`src/rtl/sr_flag_pkg.sv`:
```
// Shared constants and helpers for the sr_flag_bank set/reset flag array.
package sr_flag_pkg;

  localparam int SR_SET_DOM = 0;
  localparam int SR_RST_DOM = 1;
  localparam int SR_HOLD    = 2;
  localparam int SR_TOGGLE  = 3;

  localparam int POP_W = 6;

  function automatic logic [POP_W-1:0] popcount(input logic [31:0] v);
    logic [POP_W-1:0] n;
    n = '0;
    for (int i = 0; i < 32; i++) n = n + {{(POP_W-1){1'b0}}, v[i]};
    return n;
  endfunction

endpackage

```
`src/rtl/sr_flag_bank_sync.sv`:
```
// Single-bit synchroniser chain of depth DEPTH; DEPTH=0 passes the input straight through.
module sr_sync #(
  parameter int DEPTH = 2
) (
  input  logic clk,
  input  logic rst_n,
  input  logic d,
  output logic q
);

  if (DEPTH == 0) begin : g_bypass
    logic unused_clk_rst;
    assign unused_clk_rst = clk ^ rst_n;
    assign q = d;
  end else begin : g_chain
    logic [DEPTH-1:0] ff;
    always_ff @(posedge clk or negedge rst_n) begin
      if (!rst_n) begin
        ff <= '0;
      end else begin
        ff[0] <= d;
        for (int i = 1; i < DEPTH; i++) ff[i] <= ff[i-1];
      end
    end
    assign q = ff[DEPTH-1];
  end

endmodule

```
`src/rtl/sr_flag_bank.sv`:
```
// Bank of CH clocked set/reset flags with synchronised inputs, conflict policy,
// optional edge triggering and a saturating conflict counter.
module sr_flag_bank
  import sr_flag_pkg::*;
#(
  parameter int CH          = 4,
  parameter int MODE        = 0,
  parameter int EDGE        = 0,
  parameter int SYNC_STAGES = 2,
  parameter int CNT_W       = 8
) (
  input  logic             clk,
  input  logic             rst_n,
  input  logic [CH-1:0]    set,
  input  logic [CH-1:0]    reset,
  input  logic             clr_cnt,
  output logic [CH-1:0]    q,
  output logic [CH-1:0]    q_bar,
  output logic [CH-1:0]    conflict,
  output logic [CNT_W-1:0] conflict_cnt
);

  logic [CH-1:0]    s_p0, r_p0;
  logic [CH-1:0]    s_hist_p1, r_hist_p1;
  logic [CH-1:0]    s_eff, r_eff;
  logic [CH-1:0]    q_p1, q_nxt, cf_nxt;
  logic [CH-1:0]    cf_p1;
  logic [CNT_W-1:0] cnt_p1;

  function automatic logic [CNT_W-1:0] sat_add(input logic [CNT_W-1:0] a,
                                               input logic [POP_W-1:0] b);
    logic [CNT_W+POP_W:0] s;
    s = {{(POP_W+1){1'b0}}, a} + {{(CNT_W+1){1'b0}}, b};
    return (s[CNT_W+POP_W:CNT_W] != '0) ? {CNT_W{1'b1}} : s[CNT_W-1:0];
  endfunction

  // Stage p0: per-bit synchronisers
  for (genvar i = 0; i < CH; i++) begin : g_sync
    sr_sync #(.DEPTH(SYNC_STAGES)) u_s (.clk(clk), .rst_n(rst_n), .d(set[i]),   .q(s_p0[i]));
    sr_sync #(.DEPTH(SYNC_STAGES)) u_r (.clk(clk), .rst_n(rst_n), .d(reset[i]), .q(r_p0[i]));
  end

  assign s_eff = (EDGE != 0) ? (s_p0 & ~s_hist_p1) : s_p0;
  assign r_eff = (EDGE != 0) ? (r_p0 & ~r_hist_p1) : r_p0;

  always_comb begin
    q_nxt  = q_p1;
    cf_nxt = '0;
    for (int i = 0; i < CH; i++) begin
      case ({s_eff[i], r_eff[i]})
        2'b10: q_nxt[i] = 1'b1;
        2'b01: q_nxt[i] = 1'b0;
        2'b11: begin
          cf_nxt[i] = 1'b1;
          case (MODE)
            SR_SET_DOM: q_nxt[i] = 1'b1;
            SR_RST_DOM: q_nxt[i] = 1'b0;
            SR_TOGGLE:  q_nxt[i] = ~q_p1[i];
            default:    q_nxt[i] = q_p1[i];
          endcase
        end
        default: q_nxt[i] = q_p1[i];
      endcase
    end
  end

  // Stage p1: flag state, edge history, conflict flags and counter
  always_ff @(posedge clk or negedge rst_n) begin
    if (!rst_n) begin
      q_p1      <= '0;
      s_hist_p1 <= '0;
      r_hist_p1 <= '0;
      cf_p1     <= '0;
      cnt_p1    <= '0;
    end else begin
      q_p1      <= q_nxt;
      s_hist_p1 <= s_p0;
      r_hist_p1 <= r_p0;
      cf_p1     <= cf_nxt;
      cnt_p1    <= clr_cnt ? '0 : sat_add(cnt_p1, popcount(32'(cf_nxt)));
    end
  end

  // Both polarities come from one register so they can never agree.
  assign q            = q_p1;
  assign q_bar        = ~q_p1;
  assign conflict     = cf_p1;
  assign conflict_cnt = cnt_p1;

endmodule

```
`config.mk`:
```
export PLATFORM = sky130hd
export DESIGN_NAME = sr_flag_bank
export DESIGN_NICKNAME = d
export VERILOG_FILES = /design/src/rtl/sr_flag_pkg.sv /design/src/rtl/sr_flag_bank_sync.sv /design/src/rtl/sr_flag_bank.sv
export SDC_FILE = /design/constraint.sdc
export NUM_CORES = 1
export LEC_CHECK = 0
export ABC_CLOCK_PERIOD_IN_PS = 2800
export CORE_ASPECT_RATIO = 1.1
export CORE_MARGIN = 2
export CORE_UTILIZATION = 46
export DETAILED_ROUTE_END_ITERATION = 7
export PLACE_DENSITY = 0.74
export SLEW_MARGIN = 20
export SYNTH_ARGS = -nofsm -noshare
export SYNTH_HDL_FRONTEND = slang
export SYNTH_HIERARCHICAL = 1
export SYNTH_SLANG_ARGS = --single-unit
```
`constraint.sdc`:
```
create_clock -name clk -period 2.8 [get_ports clk]
set_clock_uncertainty 0.1 [all_clocks]
set_input_delay 0.56 -clock clk [delete_from_list [all_inputs] [get_ports clk]]
set_output_delay 0.56 -clock clk [all_outputs]
set_load 0.05 [all_outputs]
```
==> results of run 1 <==
[cells by family (layout without fill, tap and decap cells)]
logic type	after synthesis	in the layout	synth area share (%)
buf+inv	10	48	3.30
fa+ha+maj	4	4	6.38
compound gates	15	15	9.13
xor+xnor	3	3	2.31
flops	32	32	70.4
simple gates	13	13	8.47
[through the flow]
step | area, um2 | total power, W | hold slack (ns) | util, %
after floorplan | 1140 | 0.000658 | 0.164 | -
after global placement | 1480 | 0.000742 | 0.232 | 64.4
after detailed placement | 1480 | 0.000743 | 0.244 | 64.4
after CTS | 1540 | 0.00101 | 0.260 | 67.0
after global routing | 1540 | 0.00105 | 0.271 | 67.0
final | 1540 | 0.000994 | 0.253 | 67.0
[cell type report]
cell class	instances	area (um2)	area share, %
Clock buffer	6	51.3	3.33
Clock inverter	2	10.0	0.650
Tap cell	30	37.5	2.44
Sequential cell	32	801	52.0
Timing Repair Buffer	31	308	20.0
Multi-Input combinational cell	35	299	19.4
Inverter	9	33.8	2.19
[Yosys cell counts (all sizes together)]
cell type	count	area, um2
nor2b	1	8.76
nand4	1	21.3
nor3	3	15.0
nand2	3	11.3
o21ba	1	10.0
buf	1	3.75
nand3	1	5.00
a31oi	1	6.26
o2111ai	1	15.0
a211oi	1	7.51
and2	2	12.5
o21ai	1	5.00
inv	9	33.8
xor2	2	17.5
and4	1	11.3
xnor2	1	8.76
o21bai	4	30.0
dfrtp	32	801
a21oi	6	30.0
ha	1	12.5
and4b	1	11.3
fa	3	60.1
[power by group through the flow]
| stage | clock (W) | sequential, W | combinational, W |
|---|---|---|---|
| final | 0.000263 | 0.000516 | 0.000215 |
| after detailed placement | 0 | 0.000526 | 0.000217 |
| after floorplan | 0 | 0.000590 | 0.0000683 |
| after CTS | 0.000270 | 0.000517 | 0.000218 |
| after global placement | 0 | 0.000525 | 0.000217 |
| after global routing | 0.000295 | 0.000522 | 0.000233 |
[worst reg2reg max path: cells and delay by family (launching register included)]
family | cells | cell delay [ns]
DFF | 1 | 0.39
adders and majority gates | 3 | 1.11
buffers and inverters | 2 | 0.13
AOI/OAI and AO/OA | 1 | 0.19
and+or+nand+nor | 3 | 0.59
[layer usage]
layer  GRT usage, %  share of wire, %  up-vias
met2           20.0                49       21
met1           18.9                43      345
li1               -                 -      328
met5              0                 0        -
met4           9.02               2.3        0
met3           4.57               5.1        5
[sequential cells by signal (all words and copies together), names as in the netlist]
register and cells:
q 4, conflict_cnt 8, conflict 4, g_sync.u_r/g_chain.ff 8, g_sync.u_s/g_chain.ff 8
[final timing paths]
| kind | from | end | slack, ns | cells after the start |
|---|---|---|---|---|
| max in group asynchronous | rst_n | conflict[2]$_DFF_PN0_ | 1.81 | 2 |
| hold reg to reg | g_sync[0].u_s/g_chain.ff[0]$_DFF_PN0_ | g_sync[0].u_s/g_chain.ff[1]$_DFF_PN0_ | 0.25 | 0 |
| min in group asynchronous | rst_n | g_sync[1].u_s/g_chain.ff[1]$_DFF_PN0_ | 0.51 | 2 |
| setup reg to reg | g_sync[0].u_r/g_chain.ff[1]$_DFF_PN0_ | conflict_cnt[5]$_DFF_PN0_ | 0.21 | 9 |
| hold / removal | g_sync[0].u_s/g_chain.ff[0]$_DFF_PN0_ | g_sync[0].u_s/g_chain.ff[1]$_DFF_PN0_ | 0.25 | 0 |
| setup / recovery | g_sync[0].u_r/g_chain.ff[1]$_DFF_PN0_ | conflict_cnt[5]$_DFF_PN0_ | 0.21 | 9 |
==> summary.md, run 1 <==
| Metric | Value |
|---|---|
| Status | `completed` |
| Slowest stage cell on the critical path | `fa_1` |
| DRC errors left | `0` |
| Fin nets | `129` |
| Core area | `0.00230 mm2` |
| FF+latch count, synth | `32` |
| Number of global-route vias before repair | `649` |
| Worst-path maximum fanout | `5` |
| Net Switching | `0.000301 W` |
| Fmax achieved | `0.386 GHz` |
| Final-report max-slew violation count | `0` |
| Drt via density | `4.82` |
| I/O pin total | `31` |
| Setup crit start kind | `register` |
| CP top delay family | `adder cells` |
| Commonest non-fill, non-tap cell in the layout | `dfrtp_1` |
| Post CTS Setup Buffer Count | `0` |
| Layout Cells excl Fill | `145` |
| Drt first pass iters | `4` |
| Fin. Hold Viols | `0` |
| Iteration-0 DRC Markers | `5` |
| Antenna-violating nets left | `0` |
| CTS sink count | `32` |
| Root buffer cell | `clkbuf_4` |
| Worst Slack Setup Final | `0.211 ns` |
| Leak pwr | `0.713 nW` |
| Most used cell, CP | `fa_1` |
| Routed WL | `1.79 mm` |
| Fill count | `193` |
| Worst Path Class, Setup | `reg2reg` |
| Reg power frac | `51.9%` |
| Reg clk slew, reported paths | `0.10 ns` |
| CTS Hold Bufs | `0` |
| Most frequent cells in the layout | `32 x dfrtp_1, 30 x clkdlybuf4s50_1, 9 x inv_1` |
| Dpl hpwl | `1.40 mm` |
| Final setup TNS | `0 ns` |
| Slew headroom | `65.3%` |
| # diodes | `0` |
| Mean Syn Cell Area | `14.8 um2` |
| Grt ovf | `0` |
| Initial Utilization | `49.5%` |
| Max Root-Sink Buffers | `2` |
| Tmin final | `2.59 ns` |
| CP bufs+invs | `2` |
| Worst vdd ir | `0.489 mV` |
| CP endpoint kind | `register` |
| Unrepaired setup endpoints after global routing | `no` |
| Post-synth cell types | `22` |
| Vias | `699` |
| Hold Path Class | `reg2reg` |
| Total Routing Usage GR | `14.3%` |
| Mapped cell area | `0.00114 mm2` |
| Clock power frac | `26.4%` |
| Die area | `0.00289 mm2` |
| Gate power share | `21.6%` |
| Pin count of the biggest net entering global routing | `33` |
| PwrDens | `645 mW/mm2` |
| Setup violations, final | `0` |
| Tcrit/Tclk final | `92.4%` |
| Arrival @ worst endpoint | `2.73 ns` |
| Die span in x | `51.4 um` |
| Max-Cap Viols | `0` |
| Initial antenna violation count | `0` |
| IO Port Bufs | `30` |
| TritonCTS buffer count | `5` |
| WL/cell | `12.3 um` |
| Area growth syn-to-layout | `35.4%` |
| YS warnings | `6` |
| Number of H-tree levels | `2` |
| Max incr delay on CP | `0.50 ns` |
| Setup WS pre-CTS | `0.219 ns` |
| Switching power share of the total | `30.3%` |
| Gate Count Post-Synth | `77` |
| CTS tree | `yes` |
| First-pass GRT wire length | `2.92 mm` |
| Latest clock arrival within the worst-skew pair | `0.32 ns` |
| Worst slew pin tran | `0.518 ns` |
| Layout cells sized above 1 | `13.0%` |
| Worst-path cell chain | `and2_1, fa_1, inv_1, fa_1, inv_1, fa_1, and4_4, nand4_4, a21oi_1` |
| Post-Place Cells | `137` |
| Pint | `0.000693 W` |
| Sequential share of the synthesized area | `70.4%` |
| # rows | `18` |
| Syn nets | `92` |
| Critical path required time | `2.94 ns` |
| Post-CTS Resized | `0` |
| Final GP Congestion | `0.802` |
| Die Ht | `56.2 um` |
Power figures use the tool's default switching activity.
==> inputs of run 2 (changes only) <==
Settings changed: CORE_UTILIZATION 46 to 59, DONT_BUFFER_PORTS set to 1, PLACE_DENSITY 0.74 to 0.72.
==> run 2 against run 1 <==
Flip-flop and latch count stayed put. Non-clock buffer count is 28 lower. Sequential power is 11% higher. Critical path depth stayed put. Clock power is 27% higher. Worst setup slack worse by 0.10 ns. Combinational power is 47% lower.
==> summary.md, run 2 (synthesized netlist as in run 1, its figures left out) <==
| Metric | Value |
|---|---|
| Status | `completed` |
| Unrepaired setup endpoints after global routing | `yes` |
| Worst Slack Setup Final | `0.112 ns` |
| Die area | `0.00230 mm2` |
| Slew headroom | `55.3%` |
| Reg power frac | `56.0%` |
| IO Port Bufs | `0` |
| Layout cells sized above 1 | `23.0%` |
| Worst slew pin tran | `0.671 ns` |
| Utilization after layout | `71.5%` |
| Tcrit/Tclk final | `96.0%` |
| CP endpoint kind | `register` |
| Most frequent cells in the layout | `32 x dfrtp_1, 9 x inv_1, 5 x clkbuf_4` |
| Worst-path maximum fanout | `5` |
| Max-Cap Viols | `0` |
| Net Switching | `0.000301 W` |
| Leak pwr | `0.616 nW` |
| Setup crit start kind | `register` |
| Worst vdd ir | `0.594 mV` |
| Arrival @ worst endpoint | `2.84 ns` |
| CTS tree | `yes` |
| Initial Utilization | `63.1%` |
| Drt first pass iters | `4` |
| Clock power frac | `32.9%` |
| Total Routing Usage GR | `17.4%` |
| Critical path required time | `2.95 ns` |
| Gate power share | `11.1%` |
| Core area | `0.00180 mm2` |
| Fmax achieved | `0.372 GHz` |
| Latest clock arrival within the worst-skew pair | `0.32 ns` |
| Pin count of the biggest net entering global routing | `33` |
| Routed WL | `1.64 mm` |
| Die span in x | `45.9 um` |
| Grt ovf | `0` |
| TritonCTS buffer count | `5` |
| Worst Path Class, Setup | `reg2reg` |
| Die Ht | `50.1 um` |
| WHS | `0.152 ns` |
| Max Root-Sink Buffers | `2` |
| Area occupied by multi-input gates | `313 um2` |
| Area growth syn-to-layout | `13.2%` |
| Post CTS Setup Buffer Count | `0` |
| Setup violations, final | `0` |
| Number of global-route vias before repair | `631` |
| Vias | `606` |
| PwrDens | `793 mW/mm2` |
| Final GP Congestion | `0.705` |
| Switching power share of the total | `29.5%` |
| I/O pin total | `31` |
| Reg clk slew, reported paths | `0.10 ns` |
| Final-report max-slew violation count | `0` |
| Tmin final | `2.69 ns` |
| Register area | `801 um2` |
| Dpl hpwl | `1.13 mm` |
| # diodes | `0` |
| First-pass GRT wire length | `2.71 mm` |
| Antenna-violating nets left | `0` |
| Root buffer cell | `clkbuf_4` |
| Fin. Hold Viols | `0` |
| Drt via density | `5.77` |
| DRC errors left | `0` |
| Number of H-tree levels | `2` |
| # rows | `16` |
| Setup WS pre-CTS | `0.158 ns` |
| Hold Path Class | `in2reg` |
| Commonest non-fill, non-tap cell in the layout | `dfrtp_1` |
| Iteration-0 DRC Markers | `6` |
| Initial antenna violation count | `0` |
| Pint | `0.000720 W` |
| Fin nets | `101` |
| CTS sink count | `32` |
| WL/cell | `15.6 um` |
| Fill count | `120` |
run 2: worst paths after layout:
path                                                         end                                  start  slack [ns]  depth (start not counted)
hold / removal             g_sync[0].u_s/g_chain.ff[0]$_DFF_PN0_                                 set[0]        0.15                          0
setup reg to reg                       conflict_cnt[1]$_DFF_PN0_  g_sync[0].u_r/g_chain.ff[1]$_DFF_PN0_        0.11                          9
max in group asynchronous  g_sync[3].u_s/g_chain.ff[0]$_DFF_PN0_                                  rst_n        1.87                          2
hold reg to reg            g_sync[2].u_s/g_chain.ff[1]$_DFF_PN0_  g_sync[2].u_s/g_chain.ff[0]$_DFF_PN0_        0.25                          0
setup / recovery                       conflict_cnt[1]$_DFF_PN0_  g_sync[0].u_r/g_chain.ff[1]$_DFF_PN0_        0.11                          9
min in group asynchronous  g_sync[0].u_s/g_chain.ff[1]$_DFF_PN0_                                  rst_n        0.56                          2
run 2: power groups by stage:
stage                     Clock (W)  Sequential (W)  Combinational, W
after floorplan                   0        0.000590         0.0000683
after global placement            0        0.000580         0.0000931
after detailed placement          0        0.000582         0.0000961
after CTS                  0.000353        0.000572          0.000110
after global routing       0.000371        0.000577          0.000129
final                      0.000335        0.000572          0.000114
run 2: worst max-delay path, stage by stage (launching register included):
cell,delay (ns)
dfrtp_1,0.38
and2_1,0.18
fa_1,0.53
inv_1,0.05
fa_1,0.40
inv_1,0.09
fa_2,0.22
and4_4,0.28
nand4_4,0.16
a21oi_1,0.20
run 2: timing repair:
item / 4_1_cts / 5_1_grt
resized for setup: 0 / 4
hold buffers: 2 / 0
setup endpoints to repair: 0 / 3
hold endpoints to repair: 32 / 0
run 2: through the flow:
stage                     power (W)   TNS, ns  cell area, um2  instances
after floorplan            0.000658         0            1140         77
after global placement     0.000673         0            1160         95
after detailed placement   0.000678         0            1160         95
after CTS                   0.00104         0            1270        105
after global routing        0.00108  -0.00994            1290        105
final                       0.00102         0            1290        105
run 2: final cells by class:
cell class / instances / area share [%]
Clock buffer: 5 / 2.92
Clock inverter: 3 / 3.30
Inverter: 9 / 2.62
Multi-Input combinational cell: 35 / 24.3
Sequential cell: 32 / 62.2
Tap cell: 18 / 1.75
Timing Repair Buffer: 3 / 2.92
run 2: per-layer routing:
layer | global-route usage, % | up-vias | wire, um | part of all wire (%)
met5 | 0 | - | 0 | 0
met4 | 10.0 | 0 | 8 | 0.49
met3 | 7.33 | 2 | 114 | 7.0
met2 | 24.8 | 27 | 845 | 52
met1 | 21.8 | 299 | 669 | 41
li1 | - | 278 | - | -
==> inputs of run 3 (changes only) <==
Settings changed: CORE_MARGIN 2 to 8, TNS_END_PERCENT set to 20.
==> run 3 against run 2 <==
Worst hold slack better by 0.0088 ns. Fmax up 3.1%. First-iteration DRC count unchanged. Power fell by 1.3%. Combinational power decreased by 4%. Cell count stayed put.
==> summary.md, run 3 (synthesized netlist as in run 1, its figures left out) <==
| Metric | Value |
|---|---|
| # rows | `16` |
| Tcrit/Tclk final | `93.1%` |
| Reg clk slew, reported paths | `0.09 ns` |
| PwrDens | `794 mW/mm2` |
| Die Ht | `62.1 um` |
| Clock power frac | `32.4%` |
| R2R depth | `9` |
| Initial Utilization | `63.1%` |
| Slowest stage cell on the critical path | `fa_1` |
| Die span in x | `57.9 um` |
| Drt via density | `5.70` |
| Switching power share of the total | `28.8%` |
| Post CTS Setup Buffer Count | `0` |
| Critical register-to-register path startpoint | `g_sync[0].u_r/g_chain.ff[1]$_DFF_PN0_` |
| Worst slew pin tran | `0.685 ns` |
| Reg power frac | `56.8%` |
| Pint | `0.000718 W` |
| Worst Hold End | `g_sync[1].u_s/g_chain.ff[0]$_DFF_PN0_` |
| I/O pin total | `31` |
| Setup crit start kind | `register` |
| Final setup TNS | `0 ns` |
| Total Routing Usage GR | `11.6%` |
| Worst-path cell chain | `and2_1, fa_1, inv_1, fa_1, inv_1, fa_1, and4_4, nand4_4, a21oi_1` |
| Grt ovf | `0` |
| Antenna-violating nets left | `0` |
| WL/cell | `16.2 um` |
| Unrepaired setup endpoints after global routing | `no` |
| Max Root-Sink Buffers | `2` |
| Max-Cap Viols | `0` |
| Worst reg-to-reg setup slack | `0.19 ns` |
| WHS | `0.160 ns` |
| Critical path required time | `2.94 ns` |
| CTS sink count | `32` |
| Iteration-0 DRC Markers | `6` |
| Slew headroom | `54.3%` |
| Setup violations, final | `0` |
| Most frequent cells in the layout | `32 x dfrtp_1, 9 x inv_1, 6 x a21oi_1` |
| Net Switching | `0.000290 W` |
| Fmax achieved | `0.384 GHz` |
| Most used cell, CP | `fa_1` |
| CP endpoint kind | `register` |
| Root buffer cell | `clkbuf_4` |
| Pin count of the biggest net entering global routing | `33` |
| Vias | `598` |
| Arrival @ worst endpoint | `2.75 ns` |
| Worst-path maximum fanout | `5` |
| Final-report max-slew violation count | `0` |
| RR Endpoint | `conflict_cnt[0]$_DFF_PN0_` |
| Hold Crit Depth | `0` |
| CTS tree | `yes` |
| IO Port Bufs | `0` |
| Drt first pass iters | `2` |
| Critical hold path startpoint | `set[1]` |
| Worst Path Class, Setup | `reg2reg` |
| Core area | `0.00180 mm2` |
| Dpl hpwl | `1.28 mm` |
| First-pass GRT wire length | `2.93 mm` |
| Worst vdd ir | `0.645 mV` |
| Status | `completed` |
| Layout cells sized above 1 | `17.2%` |
| Number of H-tree levels | `2` |
| Leak pwr | `0.619 nW` |
| TritonCTS buffer count | `5` |
| Hold Path Class | `in2reg` |
| # diodes | `0` |
| Die area | `0.00359 mm2` |
| Number of global-route vias before repair | `661` |
| Commonest non-fill, non-tap cell in the layout | `dfrtp_1` |
| Fin nets | `101` |
| Area growth syn-to-layout | `11.7%` |
| Gate power share | `10.8%` |
| Max incr delay on CP | `0.50 ns` |
| Tmin final | `2.61 ns` |
| DRC errors left | `0` |
| Fin. Hold Viols | `0` |
| Final GP Congestion | `0.687` |
| Initial antenna violation count | `0` |
| Latest clock arrival within the worst-skew pair | `0.32 ns` |
| Routed WL | `1.71 mm` |
[run 3: cell count changes in the layout (fill, tap and decap cells not counted)]
cell,delta
fa_1,+1
clkbuf_1,+1
a21oi_1,+3
clkinvlp_4,-1
a21oi_2,-3
fa_2,-1
[run 3: power groups by stage]
stage,clock [W],combinational (W),sequential [W]
6_report,0.000327,0.000109,0.000572
3_5_place_dp,0,0.0000984,0.000584
2_1_floorplan,0,0.0000683,0.000590
3_3_place_gp,0,0.0000947,0.000583
5_1_grt,0.000362,0.000126,0.000579
4_1_cts,0.000343,0.000112,0.000574
[run 3: cell type report]
type,count,area [um2]
Sequential cell,32,801
Fill cell,133,532
Multi-Input combinational cell,35,299
Clock buffer,6,41.3
Timing Repair Buffer,3,37.5
Clock inverter,2,35.0
Inverter,9,33.8
Tap cell,18,22.5
[run 3: routing by layer]
metal | up-vias | global-route usage [%] | part of all wire, %
met2 | 27 | 19.3 | 49
met5 | - | 0 | 0
li1 | 278 | - | -
met1 | 286 | 10.6 | 37
met3 | 7 | 6.17 | 11
met4 | 0 | 9.44 | 2.8
[run 3: worst max-delay path, delay by kind of cell (launching register included)]
| kind | cells | cell delay [ns] |
|---|---|---|
| adder cells (fa/ha/maj) | 3 | 1.12 |
| AND/OR/NAND/NOR | 3 | 0.61 |
| AO/OA/AOI/OAI | 1 | 0.20 |
| buffers and inverters | 2 | 0.13 |
| flip-flops | 1 | 0.38 |
[run 3: repair_timing]
item,CTS,global route
gates resized for setup,0,0
hold endpoints to repair,32,0
hold buffers,2,0
[run 3: through the flow]
| step | setup WS, ns | instances | utilization [%] | power, W | cell area (um2) |
|---|---|---|---|---|---|
| after floorplan | 0.189 | 77 | - | 0.000658 | 1140 |
| after detailed placement | 0.206 | 95 | 64.6 | 0.000682 | 1160 |
| after CTS | 0.179 | 105 | 70.5 | 0.00103 | 1270 |
| after global routing | 0.0161 | 105 | 70.5 | 0.00107 | 1270 |
| after global placement | 0.246 | 95 | 64.6 | 0.000677 | 1160 |
| final | 0.194 | 105 | 70.5 | 0.00101 | 1270 |
[run 3: worst max path at each step]
stage | startpoint | endpoint | slack [ns] | cells past startpoint
after floorplan | conflict_cnt[0]$_DFF_PN0_ | conflict_cnt[6]$_DFF_PN0_ | 0.19 | 8
after global placement | g_sync[0].u_r/g_chain.ff[1]$_DFF_PN0_ | conflict_cnt[1]$_DFF_PN0_ | 0.25 | 9
after detailed placement | g_sync[0].u_r/g_chain.ff[1]$_DFF_PN0_ | conflict_cnt[0]$_DFF_PN0_ | 0.21 | 9
after CTS | g_sync[0].u_r/g_chain.ff[1]$_DFF_PN0_ | conflict_cnt[0]$_DFF_PN0_ | 0.18 | 9
after global routing | g_sync[0].u_r/g_chain.ff[1]$_DFF_PN0_ | conflict_cnt[1]$_DFF_PN0_ | 0.02 | 9
final | g_sync[0].u_r/g_chain.ff[1]$_DFF_PN0_ | conflict_cnt[0]$_DFF_PN0_ | 0.19 | 9
==> edit 1 (config.mk and constraints of run 3) <==
Change the parameter `MODE` from 0 to 1.
--- a/src/rtl/sr_flag_bank.sv
+++ b/src/rtl/sr_flag_bank.sv
@@ -4,7 +4,7 @@
   import sr_flag_pkg::*;
 #(
   parameter int CH          = 4,
-  parameter int MODE        = 0,
+  parameter int MODE        = 1,
   parameter int EDGE        = 0,
   parameter int SYNC_STAGES = 2,
   parameter int CNT_W       = 8
Behaviour: not the same (a bounded check fails within 4 cycles, from zero or initial values and one cycle with rst_n low).
==> edit 1 against run 3 <==
Sequential cell count unchanged; routed wire length grew 8.3%; worst hold slack hardly changed; area after synthesis down 0.88%; power fell by 3.7%; cell area fell by 2.2%; worst setup slack better by 0.083 ns; sequential share of layout area is 1.4 points higher.
==> edit 1: results (changes against run 3) <==
** Placement
- Cells after DPL :: 101 (+6.3%)
- DP Area :: 1150 µm² (-1.4%)
- Post-place setup slack :: 0.294 ns (+0.0883 ns)
- The number of input and output port buffers inserted was 0 (unchanged).
- Dpl hpwl :: 1.34 mm (+4.8%)
- Final weighted congestion in routability-driven placement :: 0.839 (+22%)

** Setup path
- Flop2flop setup slack :: 0.28 ns (+0.08 ns)
- The largest stage delay on the critical path is 0.43 ns (-0.07 ns).
- The endpoint identified for the worst register-to-register timing path is conflict_cnt[6].
- Cell count of the worst reg-to-reg path :: 10 (+1)
- Arrival @ worst endpoint :: 2.66 ns (-0.09 ns)

** Synthesis
- The synthesized area divided by synthesized cell count came to 13.6 µm² (-8.0%).
- The commonest cells after synthesis are sky130_fd_sc_hd__dfrtp_1 (32), sky130_fd_sc_hd__nor2_1 (10), sky130_fd_sc_hd__inv_1 (8).
- The sequential area share after synthesis is 71.0% (+0.63 points).
- Sorting the synthesized cells by area gives the leading types as sky130_fd_sc_hd__dfrtp_1 (71%), sky130_fd_sc_hd__fa_1 (3.6%), sky130_fd_sc_hd__nor2_1 (3.3%).

** Timing
- The post-route minimum period came to 2.52 ns (-0.0834 ns).
- Max-Slew Margin vs Limit :: 57.7% (+3.3 points)
- Final hold slack :: 0.161 ns (+0.000229 ns)

** Global route
- The first-pass GRT wire length was 3.03 mm (+3.6%).
- The total global-route track usage is 12.2% (+0.60 points).
- The largest net degree at the start of global routing was 33 (unchanged).

** Outcome
- Outcome :: complete, no violations

** Pwr
- The power attributed to the clock group came to 278 µW (-15%).
- Static leakage :: 0.614 nW (-0.77%)
- The power attributed to sequential cells is 578 µW (+1%).
- The worst-case vdd ir drop came to 0.497 mV (-23%).

** Routing
- The length of routed wiring on met1 came to 760 µm (+19%).
- The total length of routed met3 wires is 151 µm (-17%).
- The total detailed-routing wirelength came to 1.85 mm (+8.3%).
- Met2 Routed Length :: 913 µm (+9.5%)
- Via Count :: 638 (+6.7%)
- Number of design-rule violations left by the first detailed-router iteration :: 19 (+13)
- Post-detailed-route via-to-cell ratio :: 5.80 (+1.8%)

** Finish
- The number of diodes added for antenna fixing is 0 (unchanged).
- The fraction of layout instances using a drive strength above 1 came to 12.0% (-5.3 points).
- Layout Nets :: 107 (+5.9%)

** Clocking
- The H-tree depth reported by CTS is 2 (unchanged).

** Worst hold path
- For hold timing, the worst endpoint is g_sync[2].u_r/g_chain.ff[0].
- The startpoint identified for the worst hold timing path is reset[2].
==> edit 1: layer usage <==
layer  vias up  global-route usage [%]
li1        294                       -
met5         -                       0
met2        23                    19.6
met1       316                    12.3
met4         0                    6.29
met3         5                    7.61
==> edit 1: cells by family after synthesis <==
group | count (synthesis) | share of synthesized area [%]
adder cells (fa/ha/maj) | 4 | 5.77
AO/OA/AOI/OAI | 12 | 6.77
flip-flops | 32 | 71.0
XOR/XNOR | 4 | 3.11
AND/OR/NAND/NOR | 22 | 9.77
buffers and inverters | 9 | 3.55
==> edit 1: layout make-up <==
| cell class | instances | area [µm²] |
|---|---|---|
| flip-flops and latches | 32 | 801 |
| fillers | 114 | 539 |
| multi-input cells | 42 | 287 |
| clock buffers | 7 | 65.1 |
| repair buffers | 3 | 37.5 |
| inverters | 8 | 30.0 |
| well taps | 18 | 22.5 |
==> edit 2 (config.mk and constraints of run 3) <==
Made on the original files. Register the inputs `set` and `clr_cnt` before use, cleared by the reset. The logic sees them one clock later.
--- a/src/rtl/sr_flag_bank.sv
+++ b/src/rtl/sr_flag_bank.sv
@@ -20,6 +20,19 @@
   output logic [CNT_W-1:0] conflict_cnt
 );
 
+  logic [CH-1:0] set_q;
+  logic clr_cnt_q;
+
+  always_ff @(posedge clk or negedge rst_n) begin
+    if (!rst_n) begin
+      set_q     <= '0;
+      clr_cnt_q <= '0;
+    end else begin
+      set_q     <= set;
+      clr_cnt_q <= clr_cnt;
+    end
+  end
+
   logic [CH-1:0]    s_p0, r_p0;
   logic [CH-1:0]    s_hist_p1, r_hist_p1;
   logic [CH-1:0]    s_eff, r_eff;
@@ -36,7 +49,7 @@
 
   // Stage p0: per-bit synchronisers
   for (genvar i = 0; i < CH; i++) begin : g_sync
-    sr_sync #(.DEPTH(SYNC_STAGES)) u_s (.clk(clk), .rst_n(rst_n), .d(set[i]),   .q(s_p0[i]));
+    sr_sync #(.DEPTH(SYNC_STAGES)) u_s (.clk(clk), .rst_n(rst_n), .d(set_q[i]),   .q(s_p0[i]));
     sr_sync #(.DEPTH(SYNC_STAGES)) u_r (.clk(clk), .rst_n(rst_n), .d(reset[i]), .q(r_p0[i]));
   end
 
@@ -77,7 +90,7 @@
       s_hist_p1 <= s_p0;
       r_hist_p1 <= r_p0;
       cf_p1     <= cf_nxt;
-      cnt_p1    <= clr_cnt ? '0 : sat_add(cnt_p1, popcount(32'(cf_nxt)));
+      cnt_p1    <= clr_cnt_q ? '0 : sat_add(cnt_p1, popcount(32'(cf_nxt)));
     end
   end
 
Formal check against the unedited RTL: not equivalent (Yosys sat finds a counterexample within 4 cycles, from zero or initial values and one cycle with rst_n low).
==> edit 2 against run 3 <==
Die area up 8.0%; first-iteration DRC count down 17%; power up 13%; worst setup slack about the same; routed wire length up 14%; sequential cell count up 5; global-route usage down 0.072 points; cell area up 12%; worst hold slack worse by 0.013 ns; area after synthesis up 11%; non-clock buffer count unchanged; count of clock-buffer cells in the layout up 1; sequential power up 14%.
==> edit 2: results (changes against run 3) <==
** Outcome
- Outcome :: complete, no violations

** Timing
- Final setup violation count :: 0 (unchanged)
- Max-Slew Margin vs Limit :: 55.6% (+1.2 points)
- The post-route minimum period came to 2.61 ns (-0.0000980 ns).

** Synthesis
- The count of different cell masters after synthesis is 22 (unchanged).
- The flip-flop and latch count after synthesis was 37 (+16%).
- Fraction of synthesis flops using an asynchronous set or reset pin :: 100% (unchanged)
- After synthesis, the cell types taking the most area are sky130_fd_sc_hd__dfrtp_1 (73%), sky130_fd_sc_hd__fa_1 (4.8%), sky130_fd_sc_hd__inv_1 (2.7%).
- The sequential area share after synthesis is 73.3% (+2.9 points).
- Synth top cells by count :: sky130_fd_sc_hd__dfrtp_1 (37), sky130_fd_sc_hd__inv_1 (9), sky130_fd_sc_hd__a21oi_1 (6)
- Number of standard cells after synthesis :: 82 (+6.5%)
- Post-Synthesis Net Count :: 97 (+5.4%)

** Routing
- Number of design-rule violations left by the first detailed-router iteration :: 5 (-1)
- Via Count :: 621 (+3.8%)
- Post-detailed-route via-to-cell ratio :: 5.18 (-9.1%)
- The total detailed-routing wirelength is 1.94 mm (+14%).
- Number of remaining DRC errors :: 0 (unchanged)
- The count of TritonRoute iterations in the first routing pass came to 4 (+2).

** Finish
- Final-layout non-clock buffer area share :: 2.64% (-0.32 points)
- The layout inverter count without the clock tree was 9 (unchanged).
- The fraction of layout instances using a drive strength above 1 came to 18.5% (+1.2 points).
- Final-layout clock-cell area share :: 5.98% (-0.029 points)
- The number of filler instances in the final layout was 137 (+3.0%).
- The sequential share of cell area was 65.1% (+2.0 points).
- The final standard cell utilization of the core is 70.4% (-0.084 points).
- Multi-input gate share of the layout cell area :: 21.5% (-2.1 points)
- The final-layout clock buffer total is 7 (+1).

** Setup path
- Stage delay of the slowest cell on the critical path :: 0.47 ns (-0.03 ns)
- The setup path with the least slack is of type register to register.
- The register-to-register setup slack was 0.19 ns (about the same).
- The data arrival time at the worst-slack endpoint was 2.75 ns (about the same).
- Worst r2r dst :: conflict_cnt[6]

** Pwr
- Sw power :: 317 µW (+9.3%)
- Combinational Power Share :: 10.3% (-0.5 points)
- Static leakage :: 0.680 nW (+9.9%)
- VDD IR max :: 0.565 mV (-12%)
- Total sequential power :: 652 µW (+14%)
- The cell-internal power came to 823 µW (+15%).

** Clocking
- The cell sitting at the root of the clock tree is a sky130_fd_sc_hd__clkbuf_4.
- The number of buffers added by the clock tree synthesis step came to 5 (unchanged).
- Number of H-tree levels :: 2 (unchanged)

** Floorplan
- The number of standard-cell rows in the floorplan is 17 (+1).

** Placement
- Post-place setup slack :: 0.200 ns (-0.00547 ns)
- Dpl hpwl :: 1.44 mm (+13%)
- The number of input and output port buffers inserted was 0 (unchanged).
- Final weighted congestion in routability-driven placement :: 0.763 (+11%)
- The cell count after placement is 110 (+16%).
- The area of placed instances came to 1300 µm² (+12%).

** Global route
- The total global-route track usage is 11.5% (-0.072 points).
- The number of global-route vias before repair is 670 (+1.4%).
- Maximum number of pins on one net before global-route repair :: 38 (+15%)
- The first-pass GRT wire length was 3.22 mm (+9.9%).
[edit 2: per-layer routing]
metal	share of wire, %	GRT usage [%]	wire length, µm
met4	1.1	3.58	22
met1	38	12.5	730
met2	51	18.3	989
met5	0	0	0
met3	10	6.90	199
[edit 2: how the worst min path moves through the flow]
stage / from / to / slack (ns) / depth (start not counted)
final: reset[0] / g_sync[0].u_r/g_chain.ff[0] / 0.15 / 0
after global routing: reset[0] / g_sync[0].u_r/g_chain.ff[0] / 0.11 / 0
after CTS: reset[0] / g_sync[0].u_r/g_chain.ff[0] / 0.14 / 0
after detailed placement: rst_n / g_sync[0].u_r/g_chain.ff[1] / 0.17 / 0
after global placement: rst_n / conflict[2] / 0.17 / 0
after floorplan: rst_n / clr_cnt_q / 0.16 / 0
[edit 2: cell families after synthesis]
group,share of synthesized area [%]
AOI/OAI and AO/OA,8.23
xor gates and xnor gates,2.08
adders and majority gates,5.75
DFF,73.3
buffers and inverters,2.97
and+or+nand+nor,7.63
